**src/rtl/ifetch_if.sv**
```systemverilog
// Byte-wide instruction memory port shared between the fetch stage (master)
// and the memory/arbiter side (slave).
// Handshake: mem_re is high only in a cycle where mem_gnt is high. In that
// cycle mem_a is the byte address being read. The addressed byte appears on
// mem_din in the following cycle. There is no back-pressure beyond mem_gnt.
interface ifetch_if;
   logic [31:0] mem_a;
   logic        mem_re;
   logic        mem_gnt;
   logic [7:0]  mem_din;

   modport master (output mem_a, output mem_re, input mem_gnt, input mem_din);
   modport slave  (input mem_a, input mem_re, output mem_gnt, output mem_din);
endinterface

```
**src/rtl/ifetch.sv**
```systemverilog
// Instruction fetch stage.
// - Reads each 32-bit instruction one byte at a time, little-endian, over the
//   shared byte-wide memory port.
// - Hands {pc+4, instruction} to decode for one cycle; is = 0 is a bubble.
// - A redirect (br_e/br_pc) flushes the stream and restarts fetching at br_pc.
// Optional macro ICACHE_EN adds a direct-mapped word cache of ICACHE_LINES
// lines. A hit in S0 serves the instruction with no memory traffic.
module ifetch #(
   parameter logic [31:0] RESET_PC     = 32'h0,
   parameter int          ICACHE_LINES = 64
) (
   input  logic        clk,
   input  logic        rst,
   input  logic        stall,
   input  logic        br_e,
   input  logic [31:0] br_pc,
   ifetch_if.master    bus,
   output logic [31:0] pc,
   output logic [31:0] is,
   output logic [2:0]  dbg_state
);

   // Sk = k bytes of the current instruction requested so far.
   typedef enum logic [2:0] {S0 = 3'd0, S1 = 3'd1, S2 = 3'd2, S3 = 3'd3, S4 = 3'd4} state_t;

   state_t      state_q, state_d;
   logic [31:0] fpc_q, fpc_d;
   logic [31:0] pc_q, pc_d;
   logic [31:0] is_q, is_d;
   logic [31:0] buf_q, buf_d;
   logic [2:0]  rc_q, rc_d;
   logic        pend_q, pend_d;
   logic        req;
   logic [31:0] req_a;
   logic        hit;
   logic [31:0] hit_word;
   logic        fill;

`ifdef ICACHE_EN
   localparam int IDX_W = $clog2(ICACHE_LINES);
   localparam int TAG_W = 30 - IDX_W;

   logic [31:0]             line_data [ICACHE_LINES];
   logic [TAG_W-1:0]        line_tag  [ICACHE_LINES];
   logic [ICACHE_LINES-1:0] line_vld_q;
   logic [IDX_W-1:0]        idx;
   logic [TAG_W-1:0]        tag;

   assign idx      = fpc_q[IDX_W+1:2];
   assign tag      = fpc_q[31:IDX_W+2];
   assign hit      = (state_q == S0) && !stall && line_vld_q[idx] && (line_tag[idx] == tag);
   assign hit_word = line_data[idx];

   // Line fill at completion of a byte-assembled fetch; storage needs no reset.
   always_ff @(posedge clk) begin
      if (fill) begin
         line_data[idx] <= buf_d;
         line_tag[idx]  <= tag;
      end
   end

   // Valid bits are only ever cleared by reset.
   always_ff @(posedge clk or posedge rst) begin
      if (rst) begin
         line_vld_q <= '0;
      end else if (fill) begin
         line_vld_q[idx] <= 1'b1;
      end
   end
`else
   assign hit      = 1'b0;
   assign hit_word = 32'h0;
`endif

   // Next state: byte capture, request issue, completion or cache hit, then
   // the redirect override, which wins over everything else.
   always_comb begin
      state_d = state_q;
      fpc_d   = fpc_q;
      pc_d    = pc_q;
      is_d    = 32'h0;
      buf_d   = buf_q;
      rc_d    = rc_q;
      req     = 1'b0;
      req_a   = 32'h0;
      fill    = 1'b0;

      // A byte in flight is captured regardless of grant or stall.
      if (pend_q) begin
         buf_d[{rc_q[1:0], 3'b000} +: 8] = bus.mem_din;
         rc_d = rc_q + 3'd1;
      end

      if (!rst && !stall && !hit && bus.mem_gnt && (state_q != S4)) begin
         req     = 1'b1;
         req_a   = fpc_q + {29'h0, state_q};
         state_d = state_t'(state_q + 3'd1);
      end
      pend_d = req;

      // Completion merges with the capture of the fourth byte, giving one
      // instruction every 5 cycles with continuous grant.
      if (stall) begin
         is_d = is_q;
      end else if (rc_d == 3'd4) begin
         is_d    = buf_d;
         pc_d    = fpc_q + 32'd4;
         fpc_d   = fpc_q + 32'd4;
         state_d = S0;
         rc_d    = 3'd0;
         fill    = 1'b1;
      end else if (hit) begin
         is_d  = hit_word;
         pc_d  = fpc_q + 32'd4;
         fpc_d = fpc_q + 32'd4;
      end

      // A byte still in flight belongs to the old stream and is dropped.
      if (br_e) begin
         fpc_d   = br_pc;
         state_d = S0;
         rc_d    = 3'd0;
         pend_d  = 1'b0;
         is_d    = 32'h0;
         pc_d    = 32'h0;
      end
   end

   // State registers with asynchronous reset.
   always_ff @(posedge clk or posedge rst) begin
      if (rst) begin
         state_q <= S0;
         fpc_q   <= RESET_PC;
         pc_q    <= 32'h0;
         is_q    <= 32'h0;
         buf_q   <= 32'h0;
         rc_q    <= 3'd0;
         pend_q  <= 1'b0;
      end else begin
         state_q <= state_d;
         fpc_q   <= fpc_d;
         pc_q    <= pc_d;
         is_q    <= is_d;
         buf_q   <= buf_d;
         rc_q    <= rc_d;
         pend_q  <= pend_d;
      end
   end

   assign bus.mem_re = req;
   assign bus.mem_a  = req_a;
   assign pc         = pc_q;
   assign is         = is_q;
   assign dbg_state  = state_q;

endmodule
```
**src/flat_wrapper.sv**
```systemverilog
// flat-port wrapper written by rule: the top's interface ports become plain ports
module ifetch_flat 
#(
   parameter logic [31:0] RESET_PC     = 32'h0,
   parameter int          ICACHE_LINES = 64
)
  (clk, rst, stall, br_e, br_pc, pc, is, dbg_state, bus_mem_a, bus_mem_re, bus_mem_gnt, bus_mem_din);
  ifetch_if bus_i ();
  input  logic clk;
  input  logic rst;
  input  logic stall;
  input  logic br_e;
  input  logic [31:0] br_pc;
  output logic [31:0] pc;
  output logic [31:0] is;
  output logic [2:0] dbg_state;
  output wire logic [$bits(bus_i.mem_a)-1:0] bus_mem_a;
  output wire logic [$bits(bus_i.mem_re)-1:0] bus_mem_re;
  input wire logic [$bits(bus_i.mem_gnt)-1:0] bus_mem_gnt;
  input wire logic [$bits(bus_i.mem_din)-1:0] bus_mem_din;
  assign bus_mem_a = bus_i.mem_a;
  assign bus_mem_re = bus_i.mem_re;
  assign bus_i.mem_gnt = bus_mem_gnt;
  assign bus_i.mem_din = bus_mem_din;
  ifetch #(.RESET_PC(RESET_PC), .ICACHE_LINES(ICACHE_LINES)) u_core (.clk(clk), .rst(rst), .stall(stall), .br_e(br_e), .br_pc(br_pc), .bus(bus_i), .pc(pc), .is(is), .dbg_state(dbg_state));
endmodule
```
**config.mk**
```make
export PLATFORM = sky130hd
export DESIGN_NAME = ifetch_flat
export DESIGN_NICKNAME = d
export VERILOG_FILES = /design/src/rtl/ifetch_if.sv /design/src/rtl/ifetch.sv /design/src/flat_wrapper.sv
export SDC_FILE = /design/constraint.sdc
export NUM_CORES = 1
export LEC_CHECK = 0
export CORE_MARGIN = 1.5
export CORE_UTILIZATION = 47
export DETAILED_ROUTE_END_ITERATION = 6
export GPL_ROUTABILITY_DRIVEN = 0
export PLACE_DENSITY_LB_ADDON = 0.15
export SLEW_MARGIN = 20
export SYNTH_ARGS = -nofsm -noshare
export SYNTH_HDL_FRONTEND = slang
export SYNTH_SLANG_ARGS = --single-unit
```
**constraint.sdc**
```tcl
create_clock -name clk -period 8.7 [get_ports clk]
set_input_delay 2.175 -clock clk [delete_from_list [all_inputs] [get_ports clk]]
set_output_delay 2.175 -clock clk [all_outputs]
set_load 0.02 [all_outputs]
```
==> impl_results.md <==
- Run status: finished clean
- Detailed Route Iter0 Violations: around 570
- RSZ-0062 raised after global routing: false
- Async set-reset flop share out of synthesis: 100%
- Post-Syn Nets: around 800
- Post-synth top area cell: dfrtp_1
- Mapped Avg Cell Area: slightly below 10 sq um
- Initial Util: between 40% and 50%
- First-pass GRT wire length: roughly 33,000 microns
- #FFs+latches synth: 135
- Post-CTS sizing: 0
- Area contributors post-synth: dfrtp_1 (47%), a32o_1 (4.4%), or4_1 (4.4%)
- Htree depth: 4
- Hold EP: u_core.is[11]
- Post-synthesis sequential area ratio: a little under half
- Req. time, crit path: around 6.5 ns
- CTS buffer count: 17
- R2R Setup Slk: 5.15 ns
- I/O Buffers: about 140
- Synthesized cell area: around 7200 sq um
- Layout net count: ~890
- Core area: 15,100 sq um
- Hold Path Depth: 1
- Fmax achieved: between 0.1 and 0.15 GHz
- Post-route ant nets: 0
- Distinct cells, synth: 59
- Number of global-route vias before repair: 6,258
- Die area: 16,100 sq um
- Clk_skew: 0.0125 ns
- Setup crit end kind: primary output
- Synth warn: 0
- Max-Cap Viols: 0
- Setup-failing EPs final: 0
- Slew Viols, Final: 0
- GR Util All Layers: approximately a quarter
- Worst Setup Path Type: primary input to primary output
- Area share of the largest cell type after synthesis: between 40% and 50%
- Most instantiated library cell after synthesis: dfrtp_1
- Worst-margin pin slew: ~1.1 ns
- Arrival time at the worst endpoint: between 4 and 5 ns
- N_diodes: 0
- Peak VDD IR: approximately 0.00013 V
- Final Cycle Share: about four fifths
- Layout cells sized above 1: under 10%
- Syn Inst Count: ~740
- Clock root cell: clkbuf_16
- DIE WIDTH: 127 microns
- Cell area after layout: 9200 sq um
- Fill count: 1,282
- Die Ht: roughly 130 microns
- Drt first pass iters: 5
- Clock-pin slew on the worst setup and hold paths: 0.05 ns
- Synth cell count leaders: dfrtp_1 (135), clkbuf_1 (59), nor2_1 (46)
- Layout Utilization: between 60% and 70%
- Post-route DRC: 0
- Placed Instance Area: about 8600 sq um
- Detailed Route WL: ~21,000 microns
- Detailed placement HPWL: roughly 14,000 microns
- Avg WL per Cell: 20.2 microns
- Initial antenna violation count: 0
- PwrDens: between 150 and 200 nW/um^2
- Clock latency on the worst-skew pair: approximately 0.42 ns
- Relative slew slack: between 20% and 30%
- Area growth syn-to-layout: 27.3%
- CTS tree: done
- Grt total ovfl: 0
- Placement Setup Slack: between 1.5 and 2 ns
- Reg2reg end: u_core.fpc_q[25]
- Final Worst Setup Slack: 1.65 ns
- Clock tree buffer depth: 2
- Leakage power total: 3.56 nW
- Sink Count: between 100 and 150
- Final Hold Vio Count: 0
- Buffer count from post-CTS setup fixing: 0
- Final critical delay including setup and external delays: a little over 7 ns
- FF/Latch Area: roughly 3400 sq um
- Via density: 6.34
- Reg2reg start: u_core.rc_q[0]
- Crit path launch type: primary input
- Multi-input gate area: around 3500 sq um
- Total number of vias: approximately 6,500
- Crit Path Max Fanout: 33
- Post-synth EDFFs: 0
- # rows: 45
- Synth Flop Type: dfrtp_1
- Maximum number of pins on one net before global-route repair: roughly 80
- Setup TNS: 0 ns
- Worst hold start: u_core.is[11]
- Hold Path Class: flip-flop to flip-flop
- Num ports: ~150
- Hold buffer count at cts: 0
- Worst reg2reg path depth: 7
cell type report:
type / instances / area share (%)
multi-input cells: 513 / 37.9
clock buffers: 22 / 5.05
well taps: 188 / 2.56
inverters: 11 / 0.476
flip-flops and latches: 135 / 36.7
repair buffers: 151 / 16.2
clock inverters: 9 / 1.10
power breakdown:
| group | total, W | leakage [nW] | switching (W) | internal [W] |
|---|---|---|---|---|
| Clock | 0.000693 | 0.279 | 0.000260 | 0.000433 |
| Sequential | 0.000690 | 1.79 | 0.0000396 | 0.000650 |
| Combinational | 0.000157 | 1.49 | 0.0000904 | 0.0000668 |
| Total | 0.00154 | 3.56 | 0.000390 | 0.00115 |
metrics by stage:
stage | power, W | hold WS [ns] | instances
after floorplan | 0.000792 | 0.472 | 739
after global placement | 0.000849 | 0.473 | 998
after detailed placement | 0.000854 | 0.481 | 998
after CTS | 0.00154 | 0.493 | 1029
after global routing | 0.00160 | 0.510 | 1029
final | 0.00154 | 0.490 | 1029
how the worst max path moves through the flow:
stage	to	from	cells after the start
after floorplan	bus_mem_a[11]	rst	6
after global routing	bus_mem_a[24]	stall	7
after CTS	bus_mem_a[24]	stall	7
final	bus_mem_a[24]	stall	7
after global placement	bus_mem_a[24]	stall	7
after detailed placement	bus_mem_a[24]	stall	7
per-layer routing:
layer | up-vias | part of all wire (%) | GRT usage [%]
met5 | - | 0 | 0
met4 | 0 | 2.6 | 10.4
met3 | 47 | 5.3 | 4.10
met2 | 259 | 49 | 42.1
met1 | 3214 | 43 | 35.5
li1 | 3007 | - | -
state kept, by name (all words and copies together) (netlist names):
register and count:
u_core.pc 32, u_core.fpc_q 32, u_core.rc_q 3, u_core.is 32
u_core.dbg_state 3, u_core.buf_q 32, u_core.pend_q 1
critical path, cell delays in order:
cell and delay, ns:
clkdlybuf4s50_1 0.49, or3b_2 0.53, or2_2 0.57, inv_1 0.23
nand2_1 0.08, mux2i_1 0.17, clkdlybuf4s50_1 0.63
logic make-up (layout without fill, tap and decap cells):
family                   after synthesis  in the layout  share of synthesized area, %
buffers and inverters                 91            193                          5.35
XOR/XNOR                              26             26                          3.15
AO/OA/AOI/OAI                        232            232                          22.7
AND/OR/NAND/NOR                      237            237                          18.9
flip-flops                           135            135                          46.8
multiplexers                           5              5                         0.727
adder cells (fa/ha/maj)               13             13                          2.35
cells in the final DEF (no fill, tap or decap), types with 9 or more instances in the layout:
master           netlist  routed
xor2_1                11      11
clkdlybuf4s50_1        0     143
dfrtp_1              135     135
nor3_1                13      13
a211oi_1              10      10
clkbuf_16              0      17
a31oi_1               33      33
ha_1                  12      12
o21ai_0               45      45
nor4_1                10       9
or4_1                 42      42
a22o_1                33      33
nor2_1                46      46
nand2_1               37      37
nand3_1               15      15
nand4_1               13      13
or3_1                 24      24
a21oi_1               30      30
a32o_1                32      32
o31ai_1               31      31
xnor2_1               15      15
inv_1                 10       9
Note: power is estimated with default switching activity, not from simulation.
